`src/rtl/tinyalu_pkg.sv`:
```
// -----------------------------------------------------------------------------
// tinyalu_pkg
// Shared types for the TinyALU command issuer:
//   - DATA_W / RES_W   : operand and result widths (RES_W = 2*DATA_W)
//   - FIFO_DEPTH       : default command FIFO depth
//   - operation_t      : 3-bit ALU op codes (101/110 are decoded as no_op)
//   - issuer_state_t   : issuer FSM states
//   - cmd_t            : packed command {op, a, b} stored in the FIFO
//   - decode_op()      : maps a raw 3-bit code onto a legal operation_t
// -----------------------------------------------------------------------------
package tinyalu_pkg;

    localparam int DATA_W     = 9;
    localparam int RES_W      = 2 * DATA_W;
    localparam int FIFO_DEPTH = 4;

    typedef enum logic [2:0] {
        no_op  = 3'b000,
        add_op = 3'b001,
        and_op = 3'b010,
        xor_op = 3'b011,
        mul_op = 3'b100,
        rst_op = 3'b111
    } operation_t;

    typedef enum logic [2:0] {
        IDLE      = 3'd0,
        WAIT_DONE = 3'd1,
        PULSE     = 3'd2,
        ALU_RST   = 3'd3,
        RESP      = 3'd4
    } issuer_state_t;

    // The raw code is kept in the FIFO so that an unknown code is only
    // interpreted once, at issue time.
    typedef struct packed {
        logic [2:0]        op;
        logic [DATA_W-1:0] a;
        logic [DATA_W-1:0] b;
    } cmd_t;

    // Unused encodings fall back to no_op so the ALU never sees them.
    function automatic operation_t decode_op(input logic [2:0] code);
        operation_t op;
        case (code)
            3'b001:  op = add_op;
            3'b010:  op = and_op;
            3'b011:  op = xor_op;
            3'b100:  op = mul_op;
            3'b111:  op = rst_op;
            default: op = no_op;
        endcase
        return op;
    endfunction

endpackage

```
`src/rtl/tinyalu_issuer_if.sv`:
```
// -----------------------------------------------------------------------------
// tinyalu_issuer_if
// Bundles the three handshakes of the issuer:
//   cmd_*  : command stream in   (cmd_valid/cmd_ready, cmd_op, cmd_a, cmd_b)
//   rsp_*  : response stream out (rsp_valid/rsp_ready, rsp_result, rsp_op, rsp_err)
//   alu_*  : TinyALU pin interface (start/op/a/b/reset_n out, done/result in)
// Modports: master = issuer side, slave = environment (producer/consumer/ALU).
// -----------------------------------------------------------------------------
interface tinyalu_issuer_if;
    import tinyalu_pkg::*;

    logic              cmd_valid;
    logic              cmd_ready;
    logic [DATA_W-1:0] cmd_a;
    logic [DATA_W-1:0] cmd_b;
    logic [2:0]        cmd_op;

    logic              rsp_valid;
    logic              rsp_ready;
    logic [RES_W-1:0]  rsp_result;
    logic [2:0]        rsp_op;
    logic              rsp_err;

    logic              alu_start;
    logic [2:0]        alu_op;
    logic [DATA_W-1:0] alu_a;
    logic [DATA_W-1:0] alu_b;
    logic              alu_reset_n;
    logic              alu_done;
    logic [RES_W-1:0]  alu_result;

    modport master (
        input  cmd_valid, cmd_a, cmd_b, cmd_op, rsp_ready, alu_done, alu_result,
        output cmd_ready, rsp_valid, rsp_result, rsp_op, rsp_err,
               alu_start, alu_op, alu_a, alu_b, alu_reset_n
    );

    modport slave (
        output cmd_valid, cmd_a, cmd_b, cmd_op, rsp_ready, alu_done, alu_result,
        input  cmd_ready, rsp_valid, rsp_result, rsp_op, rsp_err,
               alu_start, alu_op, alu_a, alu_b, alu_reset_n
    );
endinterface

```
`src/rtl/tinyalu_cmd_fifo.sv`:
```
// -----------------------------------------------------------------------------
// tinyalu_cmd_fifo
// Synchronous FIFO of cmd_t, DEPTH entries (power of two, >= 2).
// Ports:
//   clk, reset      : clock, synchronous active-high reset (flushes contents)
//   i_push, i_din   : write request and data (ignored when full)
//   i_pop           : read request (ignored when empty)
//   o_dout          : head entry, valid whenever o_empty is low
//   o_full, o_empty : status
//   o_count         : occupancy 0..DEPTH
// -----------------------------------------------------------------------------
module tinyalu_cmd_fifo
    import tinyalu_pkg::*;
#(
    parameter int DEPTH = FIFO_DEPTH
) (
    input  logic                   clk,
    input  logic                   reset,
    input  logic                   i_push,
    input  cmd_t                   i_din,
    input  logic                   i_pop,
    output cmd_t                   o_dout,
    output logic                   o_full,
    output logic                   o_empty,
    output logic [$clog2(DEPTH):0] o_count
);
    localparam int AW = $clog2(DEPTH);
    localparam int CW = AW + 1;

    cmd_t            r_mem [DEPTH];
    logic [AW-1:0]   r_wr_ptr;
    logic [AW-1:0]   r_rd_ptr;
    logic [CW-1:0]   r_count;
    logic            w_do_push;
    logic            w_do_pop;

    assign o_full    = (r_count == CW'(DEPTH));
    assign o_empty   = (r_count == CW'(0));
    assign o_count   = r_count;
    assign o_dout    = r_mem[r_rd_ptr];
    assign w_do_push = i_push & ~o_full;
    assign w_do_pop  = i_pop & ~o_empty;

    // Pointer and occupancy update; pointers wrap naturally at DEPTH.
    always_ff @(posedge clk) begin
        if (reset) begin
            r_wr_ptr <= '0;
            r_rd_ptr <= '0;
            r_count  <= '0;
        end else begin
            if (w_do_push) begin
                r_wr_ptr <= r_wr_ptr + AW'(1);
            end
            if (w_do_pop) begin
                r_rd_ptr <= r_rd_ptr + AW'(1);
            end
            r_count <= r_count + CW'(w_do_push) - CW'(w_do_pop);
        end
    end

    // Storage array; contents need no reset since occupancy gates reads.
    always_ff @(posedge clk) begin
        if (w_do_push) begin
            r_mem[r_wr_ptr] <= i_din;
        end
    end
endmodule

```
`src/rtl/tinyalu_issuer.sv`:
```
// -----------------------------------------------------------------------------
// tinyalu_issuer
// Accepts ALU commands, queues them, drives the TinyALU pin protocol one
// command at a time and returns one response per result-bearing command.
// Ports:
//   clk    : rising-edge clock
//   reset  : synchronous active-high reset (flushes queue, drops response)
//   bus    : tinyalu_issuer_if.master (cmd_*, rsp_*, alu_* signals)
//   busy   : FSM not idle or queue non-empty
// Optional feature: define TINYALU_ISSUER_TIMEOUT_EN to add a watchdog that
// aborts WAIT_DONE after TIMEOUT cycles with rsp_err=1 and rsp_result=0.
// Without it rsp_err is constant 0 and WAIT_DONE waits indefinitely.
// -----------------------------------------------------------------------------
module tinyalu_issuer
    import tinyalu_pkg::*;
#(
    parameter int DEPTH = FIFO_DEPTH
`ifdef TINYALU_ISSUER_TIMEOUT_EN
    ,
    parameter int TIMEOUT = 16
`endif
) (
    input  logic             clk,
    input  logic             reset,
    tinyalu_issuer_if.master bus,
    output logic             busy
);
    localparam int CW = $clog2(DEPTH) + 1;

    cmd_t              w_fifo_din;
    cmd_t              w_fifo_dout;
    logic              w_push;
    logic              w_pop;
    logic              w_full;
    logic              w_empty;
    logic [CW-1:0]     w_count;
    logic [CW-1:0]     w_count_next;
    operation_t        w_pop_op;

    issuer_state_t     r_state;
    logic              r_cmd_ready;
    logic              r_alu_start;
    logic              r_alu_reset_n;
    logic [2:0]        r_alu_op;
    logic [DATA_W-1:0] r_alu_a;
    logic [DATA_W-1:0] r_alu_b;
    logic              r_rsp_valid;
    logic [RES_W-1:0]  r_rsp_result;
    logic [2:0]        r_rsp_op;
    logic              r_rst_cnt;
    logic              r_post_rst;

    assign w_fifo_din.op = bus.cmd_op;
    assign w_fifo_din.a  = bus.cmd_a;
    assign w_fifo_din.b  = bus.cmd_b;
    assign w_push        = bus.cmd_valid & r_cmd_ready & ~w_full;
    assign w_pop         = (r_state == IDLE) & ~w_empty;
    assign w_pop_op      = decode_op(w_fifo_dout.op);
    assign w_count_next  = w_count + CW'(w_push) - CW'(w_pop);

    tinyalu_cmd_fifo #(.DEPTH(DEPTH)) u_fifo (
        .clk     (clk),
        .reset   (reset),
        .i_push  (w_push),
        .i_din   (w_fifo_din),
        .i_pop   (w_pop),
        .o_dout  (w_fifo_dout),
        .o_full  (w_full),
        .o_empty (w_empty),
        .o_count (w_count)
    );

    // cmd_ready registered from the next occupancy so it always matches count.
    always_ff @(posedge clk) begin
        if (reset) begin
            r_cmd_ready <= 1'b0;
        end else begin
            r_cmd_ready <= (w_count_next < CW'(DEPTH));
        end
    end

`ifdef TINYALU_ISSUER_TIMEOUT_EN
    localparam int TW = $clog2(TIMEOUT) + 1;
    logic [TW-1:0] r_wd_cnt;
    logic          r_rsp_err;
`endif

    // Issue FSM with registered ALU pins and response fields.
    always_ff @(posedge clk) begin
        if (reset) begin
            r_state       <= IDLE;
            r_alu_start   <= 1'b0;
            r_alu_reset_n <= 1'b0;
            r_alu_op      <= 3'b000;
            r_alu_a       <= '0;
            r_alu_b       <= '0;
            r_rsp_valid   <= 1'b0;
            r_rsp_result  <= '0;
            r_rsp_op      <= 3'b000;
            r_rst_cnt     <= 1'b0;
            r_post_rst    <= 1'b1;
`ifdef TINYALU_ISSUER_TIMEOUT_EN
            r_wd_cnt      <= '0;
            r_rsp_err     <= 1'b0;
`endif
        end else begin
            r_post_rst <= 1'b0;
            case (r_state)
                IDLE: begin
                    // Keeps the ALU in reset for one extra cycle after our own reset.
                    r_alu_reset_n <= ~r_post_rst;
                    r_alu_start   <= 1'b0;
                    if (w_pop) begin
                        r_alu_op <= w_pop_op;
                        r_alu_a  <= w_fifo_dout.a;
                        r_alu_b  <= w_fifo_dout.b;
`ifdef TINYALU_ISSUER_TIMEOUT_EN
                        r_wd_cnt <= '0;
`endif
                        case (w_pop_op)
                            rst_op: begin
                                r_alu_reset_n <= 1'b0;
                                r_rst_cnt     <= 1'b0;
                                r_state       <= ALU_RST;
                            end
                            add_op, and_op, xor_op, mul_op: begin
                                r_alu_start <= 1'b1;
                                r_state     <= WAIT_DONE;
                            end
                            default: begin
                                r_alu_start <= 1'b1;
                                r_state     <= PULSE;
                            end
                        endcase
                    end
                end
                WAIT_DONE: begin
                    if (bus.alu_done) begin
                        r_rsp_result <= bus.alu_result;
                        r_rsp_op     <= r_alu_op;
                        r_alu_start  <= 1'b0;
                        r_rsp_valid  <= 1'b1;
                        r_state      <= RESP;
`ifdef TINYALU_ISSUER_TIMEOUT_EN
                        r_rsp_err    <= 1'b0;
                    end else if (r_wd_cnt == TW'(TIMEOUT - 1)) begin
                        r_rsp_result <= '0;
                        r_rsp_op     <= r_alu_op;
                        r_alu_start  <= 1'b0;
                        r_rsp_valid  <= 1'b1;
                        r_rsp_err    <= 1'b1;
                        r_state      <= RESP;
                    end else begin
                        r_wd_cnt <= r_wd_cnt + TW'(1);
`endif
                    end
                end
                PULSE: begin
                    r_alu_start <= 1'b0;
                    r_state     <= IDLE;
                end
                ALU_RST: begin
                    // Second cycle of the ALU reset window releases it.
                    if (r_rst_cnt) begin
                        r_alu_reset_n <= 1'b1;
                        r_state       <= IDLE;
                    end else begin
                        r_rst_cnt <= 1'b1;
                    end
                end
                RESP: begin
                    if (bus.rsp_ready) begin
                        r_rsp_valid <= 1'b0;
                        r_state     <= IDLE;
                    end
                end
                default: begin
                    r_alu_start <= 1'b0;
                    r_rsp_valid <= 1'b0;
                    r_state     <= IDLE;
                end
            endcase
        end
    end

`ifdef TINYALU_ISSUER_TIMEOUT_EN
    assign bus.rsp_err = r_rsp_err;
`else
    assign bus.rsp_err = 1'b0;
`endif

    assign bus.cmd_ready   = r_cmd_ready;
    assign bus.rsp_valid   = r_rsp_valid;
    assign bus.rsp_result  = r_rsp_result;
    assign bus.rsp_op      = r_rsp_op;
    assign bus.alu_start   = r_alu_start;
    assign bus.alu_op      = r_alu_op;
    assign bus.alu_a       = r_alu_a;
    assign bus.alu_b       = r_alu_b;
    assign bus.alu_reset_n = r_alu_reset_n;
    assign busy            = (r_state != IDLE) | ~w_empty;
endmodule

```
`src/flat_wrapper.sv`:
```
// flat-port wrapper written by rule: the top's interface ports become plain ports
module tinyalu_issuer_flat import tinyalu_pkg::*;
#(
    parameter int DEPTH = FIFO_DEPTH

)
  (clk, reset, busy, bus_cmd_valid, bus_cmd_a, bus_cmd_b, bus_cmd_op, bus_rsp_ready, bus_alu_done, bus_alu_result, bus_cmd_ready, bus_rsp_valid, bus_rsp_result, bus_rsp_op, bus_rsp_err, bus_alu_start, bus_alu_op, bus_alu_a, bus_alu_b, bus_alu_reset_n);
  tinyalu_issuer_if bus_i ();
  input  logic clk;
  input  logic reset;
  output logic busy;
  input wire logic [$bits(bus_i.cmd_valid)-1:0] bus_cmd_valid;
  input wire logic [$bits(bus_i.cmd_a)-1:0] bus_cmd_a;
  input wire logic [$bits(bus_i.cmd_b)-1:0] bus_cmd_b;
  input wire logic [$bits(bus_i.cmd_op)-1:0] bus_cmd_op;
  input wire logic [$bits(bus_i.rsp_ready)-1:0] bus_rsp_ready;
  input wire logic [$bits(bus_i.alu_done)-1:0] bus_alu_done;
  input wire logic [$bits(bus_i.alu_result)-1:0] bus_alu_result;
  output wire logic [$bits(bus_i.cmd_ready)-1:0] bus_cmd_ready;
  output wire logic [$bits(bus_i.rsp_valid)-1:0] bus_rsp_valid;
  output wire logic [$bits(bus_i.rsp_result)-1:0] bus_rsp_result;
  output wire logic [$bits(bus_i.rsp_op)-1:0] bus_rsp_op;
  output wire logic [$bits(bus_i.rsp_err)-1:0] bus_rsp_err;
  output wire logic [$bits(bus_i.alu_start)-1:0] bus_alu_start;
  output wire logic [$bits(bus_i.alu_op)-1:0] bus_alu_op;
  output wire logic [$bits(bus_i.alu_a)-1:0] bus_alu_a;
  output wire logic [$bits(bus_i.alu_b)-1:0] bus_alu_b;
  output wire logic [$bits(bus_i.alu_reset_n)-1:0] bus_alu_reset_n;
  assign bus_i.cmd_valid = bus_cmd_valid;
  assign bus_i.cmd_a = bus_cmd_a;
  assign bus_i.cmd_b = bus_cmd_b;
  assign bus_i.cmd_op = bus_cmd_op;
  assign bus_i.rsp_ready = bus_rsp_ready;
  assign bus_i.alu_done = bus_alu_done;
  assign bus_i.alu_result = bus_alu_result;
  assign bus_cmd_ready = bus_i.cmd_ready;
  assign bus_rsp_valid = bus_i.rsp_valid;
  assign bus_rsp_result = bus_i.rsp_result;
  assign bus_rsp_op = bus_i.rsp_op;
  assign bus_rsp_err = bus_i.rsp_err;
  assign bus_alu_start = bus_i.alu_start;
  assign bus_alu_op = bus_i.alu_op;
  assign bus_alu_a = bus_i.alu_a;
  assign bus_alu_b = bus_i.alu_b;
  assign bus_alu_reset_n = bus_i.alu_reset_n;
  tinyalu_issuer #(.DEPTH(DEPTH)) u_core (.clk(clk), .reset(reset), .bus(bus_i), .busy(busy));
endmodule
```
`config.mk`:
```
export PLATFORM = sky130hd
export DESIGN_NAME = tinyalu_issuer_flat
export DESIGN_NICKNAME = d
export VERILOG_FILES = /design/src/rtl/tinyalu_pkg.sv /design/src/rtl/tinyalu_issuer_if.sv /design/src/rtl/tinyalu_cmd_fifo.sv /design/src/rtl/tinyalu_issuer.sv /design/src/flat_wrapper.sv
export SDC_FILE = /design/constraint.sdc
export NUM_CORES = 1
export LEC_CHECK = 0
export CAP_MARGIN = 20
export CORE_MARGIN = 2
export CORE_UTILIZATION = 53
export CTS_CLUSTER_SIZE = 12
export DETAILED_ROUTE_END_ITERATION = 10
export GPL_ROUTABILITY_DRIVEN = 1
export GPL_TIMING_DRIVEN = 0
export HOLD_SLACK_MARGIN = 0.05
export PLACE_DENSITY = 0.8
export SETUP_SLACK_MARGIN = 0.02
export SLEW_MARGIN = 20
export SYNTH_ARGS = -nofsm -noshare
export SYNTH_HDL_FRONTEND = slang
export SYNTH_HIERARCHICAL = 1
export SYNTH_SLANG_ARGS = --single-unit
```
`constraint.sdc`:
```
create_clock -name clk -period 3.2 [get_ports clk]
set_input_delay 0.64 -clock clk [delete_from_list [all_inputs] [get_ports clk]]
set_output_delay 0.64 -clock clk [all_outputs]
set_load 0.01 [all_outputs]
```
# Word-level counts from Yosys, hierarchy flattened
# Memories as Yosys holds them, arrays and structs flattened. A register that Yosys moved wholly into a read port is not among the register bits.
# Cells that the tools add are included.
dict set report op_classes {
  mux 26
  order_cmp 1
  n_reduce_logical 14
  addsub 6
  n_eq_ne 20
  bitwise_logic 11
}
# op count
set ops {}
lappend ops {{$eq 3x2->1 const B} 6}
lappend ops {{$eq 3x3->1 const B} 6}
lappend ops {{$pmux 3 s5} 1}
lappend ops {{$mux 1} 13}
lappend ops {{$mux 3} 4}
lappend ops {{$pmux 3 s4} 1}
lappend ops {{$eq 3x1->1 const B} 3}
lappend ops {{$ne 2x2->1 const B} 4}
lappend ops {{$reduce_and 2->1} 4}
lappend ops {{$add 3x1->3} 2}
lappend ops {{$logic_not 3->1} 2}
lappend ops {{$pmux 1 s3} 2}
lappend ops {{$reduce_and 3->1} 2}
lappend ops {{$sub 3x1->3} 2}
lappend ops {{$and 1x1->1} 5}
lappend ops {{$not 1->1} 5}
lappend ops {{$add 2x1->2 const B} 2}
lappend ops {{$mux 2} 2}
lappend ops {{$pmux 1 s2} 2}
lappend ops {{$pmux 2 s2} 1}
lappend ops {{$reduce_and 4->1} 1}
lappend ops {{$reduce_or 4->1} 1}
lappend ops {{$lt 3x3->1 const B} 1}
lappend ops {{$reduce_bool 3->1} 1}
lappend ops {{other kinds (5)} 5}
dict set report word_totals {
  output_inout_bits 48
  register_bits 58
  n_memories 1
  ramBits 84
  in_bits 44
}
# name words word_bits read_ports rd_ports_with_merged_regs write_ports line
set mem_list {}
lappend mem_list {u_core.u_fifo.r_mem 4 21 1 1 1 tinyalu_cmd_fifo.sv:30} ;# cmd_t r_mem [DEPTH];

# Logic depth before layout (Yosys ltp)
# Gate-level depths: netlist of the first run.
dict set report logic_depth {
  word_depth 7
  ltp_mapped 14
  depth_no_buf 12
}

# By module
# The synthesis of the first run kept the hierarchy.
# module cells_each instances area_per_inst_um2 seq_area_each_um2
set modules_own_cells {}
lappend modules_own_cells {tinyalu_cmd_fifo 160 1 3504.6 2702.6}
lappend modules_own_cells {tinyalu_issuer 250 1 1978.1 1021.0}

# Worst setup path after synthesis of the first run
# Ideal clock, no wire load.
dict set report synth_path {
  path_kind {register -> register}
  start {register u_core.u_fifo.r_count[1], in the netlist u_core/u_fifo/o_count[1]}
  end {register u_core.u_fifo.r_count[2], in the netlist u_core/u_fifo/o_count[2]}
  synth_period_minus_slack_ps 2566
  arrival_ps 2441
  slack_ps 634
  setup_ps 125
  path_stages_with_launch 15
  cell_sequence {dfxtp_1 > nor3_2 > or4_4 > buf_6 > clkinv_4 > buf_6 > o31ai_1 > inv_1 > ha_1 > inv_1 > ha_1 > fa_1 > xnor2_1 > xnor2_1 > nor2_1}
}
# element line
set synth_rtl {}
lappend synth_rtl {{start, declared} tinyalu_cmd_fifo.sv:33} ;# logic [CW-1:0] r_count;
lappend synth_rtl {{start signal, assigned} tinyalu_cmd_fifo.sv:57} ;# r_count <= r_count + CW'(w_do_push) - CW'(w_do_pop);
lappend synth_rtl {{$logic_not 3->1} tinyalu_cmd_fifo.sv:38} ;# assign o_empty = (r_count == CW'(0));
lappend synth_rtl {{named net u_core.w_empty} tinyalu_issuer.sv:35} ;# logic w_empty;
lappend synth_rtl {{$not 1->1} tinyalu_issuer.sv:57} ;# assign w_pop = (r_state == IDLE) & ~w_empty;
lappend synth_rtl {{$and 1x1->1} tinyalu_issuer.sv:57}
lappend synth_rtl {{named net u_core.w_pop} tinyalu_issuer.sv:33} ;# logic w_pop;
lappend synth_rtl {{$and 1x1->1} tinyalu_cmd_fifo.sv:42} ;# assign w_do_pop = i_pop & ~o_empty;
lappend synth_rtl {{named net u_core.u_fifo.w_do_pop} tinyalu_cmd_fifo.sv:35} ;# logic w_do_pop;
lappend synth_rtl {{$sub 3x1->3} tinyalu_cmd_fifo.sv:57}
# The timed path passes the listed nets, and every way through them passes these cells.
# A chain may end at the register's enable or synchronous reset.

# Final worst setup path of the first run
# Same ends and word-level chain as after synthesis.

==> flow_metrics.tcl, run 1 <==
set metrics [dict create \
    fin_crit_ns 2.84 \
    initial_core_util 0.538 \
    netlist_area_um2 5480 \
    synthToLayoutAreaGrowth_pct 30.3 \
    cts-hold-fix-buffers 0 \
    numClockSinks 144 \
    crit_type "register to register" \
    cts_resized 0 \
    slew_headroom 0.532 \
    min_path_type "register to register" \
    syn-num-nets 463 \
    power_density_nw_per_um2 892 \
    dr.pass1.iters 4 \
    synth_compound_area_frac 0.0605 \
    worst_pin_slew_ns 0.701 \
    cts_tree "yes" \
    synth_warnings 6 \
    synth_top_family_by_area "simple AND/OR/NAND/NOR gates" \
    routed_via_density 5.26 \
    hold_violations 0 \
    cts.clk_slew.worst_paths_ns 0.06 \
    routed_wirelength_um 11400 \
    cts_setup_buffers 0 \
    drive_above_1_share 0.139 \
    final_max_slew_viol_count 0 \
    cts.htree.levels 4 \
    setup_viol 0 \
    fin_area_um2 7140 \
    cp-start-kind "register" \
    critPathArrivalTime_ns 3.23 \
    coreArea_um2 10200 \
    fin_tns_setup_ns 0 \
    vias 3517 \
    dieWidth_um 106 \
    grt_pass1_vias 3616 \
    total_power_mw 6.38 \
    clk_path_buf_depth 2 \
    dieArea_um2 11200 \
    clock_skew_ns 0.00663 \
    overflow 0 \
    syn_area_per_cell_um2 13.4 \
    synth_xor_area_frac 0.00958 \
    synth_fa_ha_area_frac 0.0219 \
    wl_per_cell_um 17.1 \
    placed_cells 637 \
    place_hpwl_um 7260 \
    worstPathRequired_ns 3.59 \
    ir_drop_mv 0.547 \
    ys_seq_area_frac 0.679 \
    placed_area_um2 6570 \
    portBuffers 90 \
    grt_max_degree 22 \
    ant_nets 0 \
    drv_cap 0 \
    antenna_found_initial 0 \
    fp.dieH_um 106 \
    drc 0 \
    antenna_cells 0 \
    cts-buffers-inserted 17 \
    routabilityCongestion 0.745 \
    fin_cells 669 \
    core.rowCount 37 \
    grt_pass1_wl_um 18300 \
    crit_path_end_kind "register" \
    yosys.cell_types.count 38 \
    syn-instance-count 410 \
    leakagePower_nw 2.43 \
    io_pins 92 \
    yosys.area_share.simple 0.103 \
    period_share 0.886 \
    crit_fanout 12 \
    track_usage 0.213 \
    ys_seq_elements 144 \
    rsz0062_at_grt "false" \
    clock_latency_ns 0.52 \
    cts_root_buf "clkbuf_8" \
    final_nets 573 \
    drt_iter0_markers 253 \
    synthMuxAreaShare 0.0881 \
    status "finished clean" \
    fillCellCount 724 \
    fmax_ghz 0.353 \
]
area by class of cell:
type / count / area (um2) / area share
multi-input combinational: 229 / 1560 / 0.219
sequential: 144 / 3720 / 0.521
clock buffer: 18 / 418 / 0.0585
tap: 136 / 170 / 0.0238
timing repair buffer: 91 / 916 / 0.128
buffer: 23 / 144 / 0.0201
inverter: 14 / 57.6 / 0.00806
clock inverter: 14 / 154 / 0.0215
Yosys cell counts:
library cell  instances  area share
buf_4                 1      0.0014
a211oi_1              1      0.0014
nand2b_1              4      0.0046
xor2_1                2      0.0032
inv_1                13      0.0089
clkinv_4              1      0.0016
nor2b_1               5      0.0057
dfxtp_1              60        0.22
or4_4                 1      0.0021
xnor2_1               4      0.0064
clkbuf_1              9      0.0062
a31oi_1               1      0.0011
and2_1                5      0.0057
o31ai_1               1      0.0014
nor2_1               13      0.0089
o21a_1                2      0.0027
nor3b_2               1      0.0023
o21ai_1               2      0.0018
a2111oi_0             1      0.0016
nand2_1              86       0.059
a21oi_1              47       0.043
a22oi_1               2      0.0027
conb_1                1     0.00068
o22ai_1               1      0.0011
ha_1                  8       0.018
mux4_2               21       0.086
mux2i_1               1      0.0018
nand3_1               4      0.0037
or3_1                 2      0.0023
nor3b_1               1      0.0014
nor3_2                1      0.0018
nor3_1                5      0.0046
buf_6                 6       0.012
and3b_1               1      0.0016
edfxtp_1             84        0.46
o21ai_0               4      0.0037
buf_2                 7      0.0064
fa_1                  1      0.0037
critical path, cell delays in order, from the launching register on:
cell and delay (ns):
dfxtp_1 0.39, nor3_2 0.33, or4_4 0.18, buf_6 0.12, clkinv_4 0.07, buf_6 0.15, o31ai_1 0.11, inv_1 0.09
ha_1 0.29, inv_1 0.04, ha_1 0.18, fa_1 0.38, xnor2_1 0.18, xnor2_1 0.13, nor2_1 0.05
per-stage QoR:
step | setup WS, ns | hold slack [ns] | utilization
after global routing | 0.194 | 0.469 | 0.701
after global placement | 0.159 | 0.416 | 0.643
final | 0.364 | 0.453 | 0.701
after CTS | 0.353 | 0.456 | 0.701
after floorplan | 0.634 | 0.402 | -
after detailed placement | 0.109 | 0.448 | 0.645
metal layers:
metal / track usage / vias to the layer above / routed length, um
met4: 0.0639 / 0 / 178
met1: 0.268 / 1688 / 4840
li1: - / 1677 / -
met2: 0.359 / 134 / 5570
met3: 0.0631 / 18 / 825
met5: 0 / - / 0
logic make-up after synthesis:
logic type | count (synthesis)
muxes | 22
buffers and inverters | 37
xor gates and xnor gates | 6
DFF | 144
adders and majority gates | 9
AOI/OAI and AO/OA | 62
other | 1
and+or+nand+nor | 129
power by group:
| part | internal, mW | switching, mW |
|---|---|---|
| logic | 1.00 | 1.05 |
| registers | 2.26 | 0.165 |
| clock network | 1.12 | 0.781 |
| total | 4.38 | 2.00 |
layout by cell type, fill, tap and decap left out, types with 5 or more instances in the layout:
master / n
inv_1: 13
nor3_1: 5
nor2_1: 13
clkbuf_16: 16
buf_2: 7
mux4_2: 21
a21oi_1: 47
clkdlybuf4s50_1: 90
ha_1: 8
buf_6: 6
inv_6: 6
clkbuf_1: 10
edfxtp_1: 84
nand2_1: 86
dfxtp_1: 60
nor2b_1: 5
path summary, 6_finish.rpt:
kind                                  from                  endpoint  slack [ns]  cells after the start
setup / recovery  u_core/u_fifo/o_count[1]  u_core/u_fifo/o_count[2]        0.36                     14
hold / removal        u_core/bus.rsp_op[0]      u_core/bus.rsp_op[0]        0.45                      2
setup reg to reg  u_core/u_fifo/o_count[1]  u_core/u_fifo/o_count[2]        0.36                     14
hold reg to reg       u_core/bus.rsp_op[0]      u_core/bus.rsp_op[0]        0.45                      2
flip-flops by register name, indices dropped and copies added (netlist names), 3 cells and up, named ones only:
register               count
u_core/bus.alu_a           9
u_core/r_state             3
u_core/bus.rsp_result     18
u_core/u_fifo/r_mem       84
u_core/bus.alu_op          3
u_core/bus.rsp_op          3
u_core/u_fifo/o_count      3
u_core/bus.alu_b           9
Note: power is estimated with default switching activity, not from simulation.
==> inputs of run 2 (changes only) <==
Settings changed: CAP_MARGIN 20 to 5.
==> results of run 2 <==
Same layout as run 1: the final DEF is identical, and so are final timing and power.
==> inputs of run 3 (changes only) <==
--- a/config.mk
+++ b/config.mk
@@ -16,2 +16,3 @@
 export PLACE_DENSITY = 0.8
+export REMOVE_ABC_BUFFERS = 1
 export SETUP_SLACK_MARGIN = 0.02
==> constraint.sdc (replaced) <==
create_clock -name clk -period 3.2 [get_ports clk]
set_input_delay 0.8 -clock clk [delete_from_list [all_inputs] [get_ports clk]]
set_output_delay 0.8 -clock clk [all_outputs]
set_load 0.01 [all_outputs]
==> run 3 against run 2 <==
Effect of this change: cell count down 3.1%; largest power group unchanged; combinational power down 8%; sequential power up 3%; clock power about the same; clock skew up 0.014 ns; routed wire length down 3.0%; critical path depth down 2; sequential cell count unchanged; utilization down 0.69 points.
==> flow_metrics.tcl, run 3 (synthesis results as in run 1) <==
set metrics [dict create \
    critPathArrivalTime_ns 3.33 \
    numClockSinks 144 \
    holdWs_ns 0.410 \
    antenna_cells 0 \
    crit_type "register to register" \
    rsz0062_at_grt "false" \
    worst_pin_slew_ns 1.14 \
    fp.dieH_um 106 \
    drt_iter0_markers 229 \
    ant_nets 0 \
    routabilityCongestion 0.732 \
    overflow 0 \
    grt_pass1_vias 3380 \
    top_register "u_core/u_fifo/r_mem" \
    clock_skew_ns 0.0211 \
    setup_viol 0 \
    slowest_delay_ns 0.70 \
    total_power_mw 6.31 \
    dieWidth_um 106 \
    dr.pass1.iters 6 \
    crit_fanout 25 \
    power_density_nw_per_um2 892 \
    vias 3465 \
    coreArea_um2 10200 \
    status "finished clean" \
    final_cell_mix "clkdlybuf4s50_1, nand2_1, edfxtp_1" \
    period_share 0.925 \
    clock_latency_ns 0.52 \
    grt_max_degree 32 \
    final_nets 552 \
    grt_pass1_wl_um 17100 \
    track_usage 0.202 \
    clk_path_buf_depth 2 \
    worstPathRequired_ns 3.57 \
    antenna_found_initial 0 \
    core.rowCount 37 \
    crit_chain "nor3_4 > or4_4 > clkinv_4 > o31ai_1 > inv_1 > ha_1 > inv_1 > ha_1 > fa_1 > xnor2_1 > xnor2_1 > nor2_1" \
    fin_crit_ns 2.96 \
    multi_input_area_um2 1580 \
    wl_per_cell_um 17.1 \
    cts.clk_slew.worst_paths_ns 0.06 \
    io_pins 92 \
    fin_cells 648 \
    final_max_slew_viol_count 0 \
    cts-hold-fix-buffers 0 \
    ir_drop_mv 0.564 \
    initial_core_util 0.538 \
    cpMaxStageDelayCell "or4_4" \
    placed_cells 615 \
    place_hpwl_um 6720 \
    crit_path_end_kind "register" \
    drv_cap 0 \
    slew_headroom 0.241 \
    min_path_type "register to register" \
    hold_violations 0 \
    cp-start-kind "register" \
    dieArea_um2 11200 \
    routed_wirelength_um 11100 \
    fin_util 0.695 \
    routed_via_density 5.35 \
    drc 0 \
    cts_root_buf "clkbuf_8" \
    cts_tree "yes" \
    final_common_cell "clkdlybuf4s50_1" \
    regArea_um2 3730 \
    cts-buffers-inserted 17 \
    fillCellCount 703 \
    leakagePower_nw 2.38 \
    fmax_ghz 0.338 \
    drive_above_1_share 0.129 \
    largest_register_ffs 84 \
    synthToLayoutAreaGrowth_pct 29.0 \
    cts.htree.levels 4 \
    portBuffers 90 \
]
## run 3: cell count changes in the layout (fill, tap and decap cells not counted), moves of 2 or more
cell / before / now
dfxtp_1: 60 / 58
clkbuf_8: 1 / 3
buf_2: 7 / 1
clkbuf_1: 10 / 0
buf_6: 6 / 0
clkinv_4: 2 / 5
dfxtp_2: 0 / 2
buf_16: 0 / 2
clkinvlp_4: 3 / 1
## run 3: per-stage QoR
step                      instance area [um2]  setup WS, ns  setup TNS [ns]
after floorplan                          5340         0.603               0
after global placement                   6410       -0.0760          -0.191
after global routing                     7070        0.0306               0
after detailed placement                 6460       -0.0499         -0.0499
after CTS                                7050         0.122               0
final                                    7070         0.239               0
## run 3: cell type report
class                           count  area share
Tap cell                          136      0.0241
Timing Repair Buffer               92       0.134
Clock buffer                       19      0.0624
Sequential cell                   144       0.527
Inverter                           14     0.00814
Multi-Input combinational cell    230       0.223
Clock inverter                     13      0.0214
## run 3: critical path: cells and delay by family, from the launching register on
family                     cells  cell delay, ns
buffers and inverters          3            0.36
AOI/OAI and AO/OA              1            0.14
adders and majority gates      3            0.66
xor gates and xnor gates       2            0.31
DFF                            1            0.47
and+or+nand+nor                3            0.86
## run 3: final timing paths
check	from	to	slack [ns]	cells after the start
max reg2reg	u_core/u_fifo/o_count[0]	u_core/u_fifo/o_count[2]	0.24	12
min reg2reg	u_core/r_post_rst	u_core/bus.alu_reset_n	0.41	1
max	u_core/u_fifo/o_count[0]	u_core/u_fifo/o_count[2]	0.24	12
min	u_core/r_post_rst	u_core/bus.alu_reset_n	0.41	1
## run 3: where the power goes
| group | switching (mW) | internal, mW |
|---|---|---|
| Clock | 0.769 | 1.17 |
| Sequential | 0.234 | 2.26 |
| Combinational | 0.963 | 0.919 |
## run 3: per-layer routing
layer	vias up	part of all wire	GRT usage	wire length, um
li1	1640	-	-	-
met1	1684	0.43	0.261	4760
met2	132	0.49	0.325	5380
met3	9	0.077	0.0643	856
met4	0	0.0066	0.0677	73
met5	-	0	0	0
## run 3: what timing repair did
action / CTS / global route
endpoints found under the setup margin: 0 / 1
buffers inserted: 0 / 0
resized for setup: 0 / 2
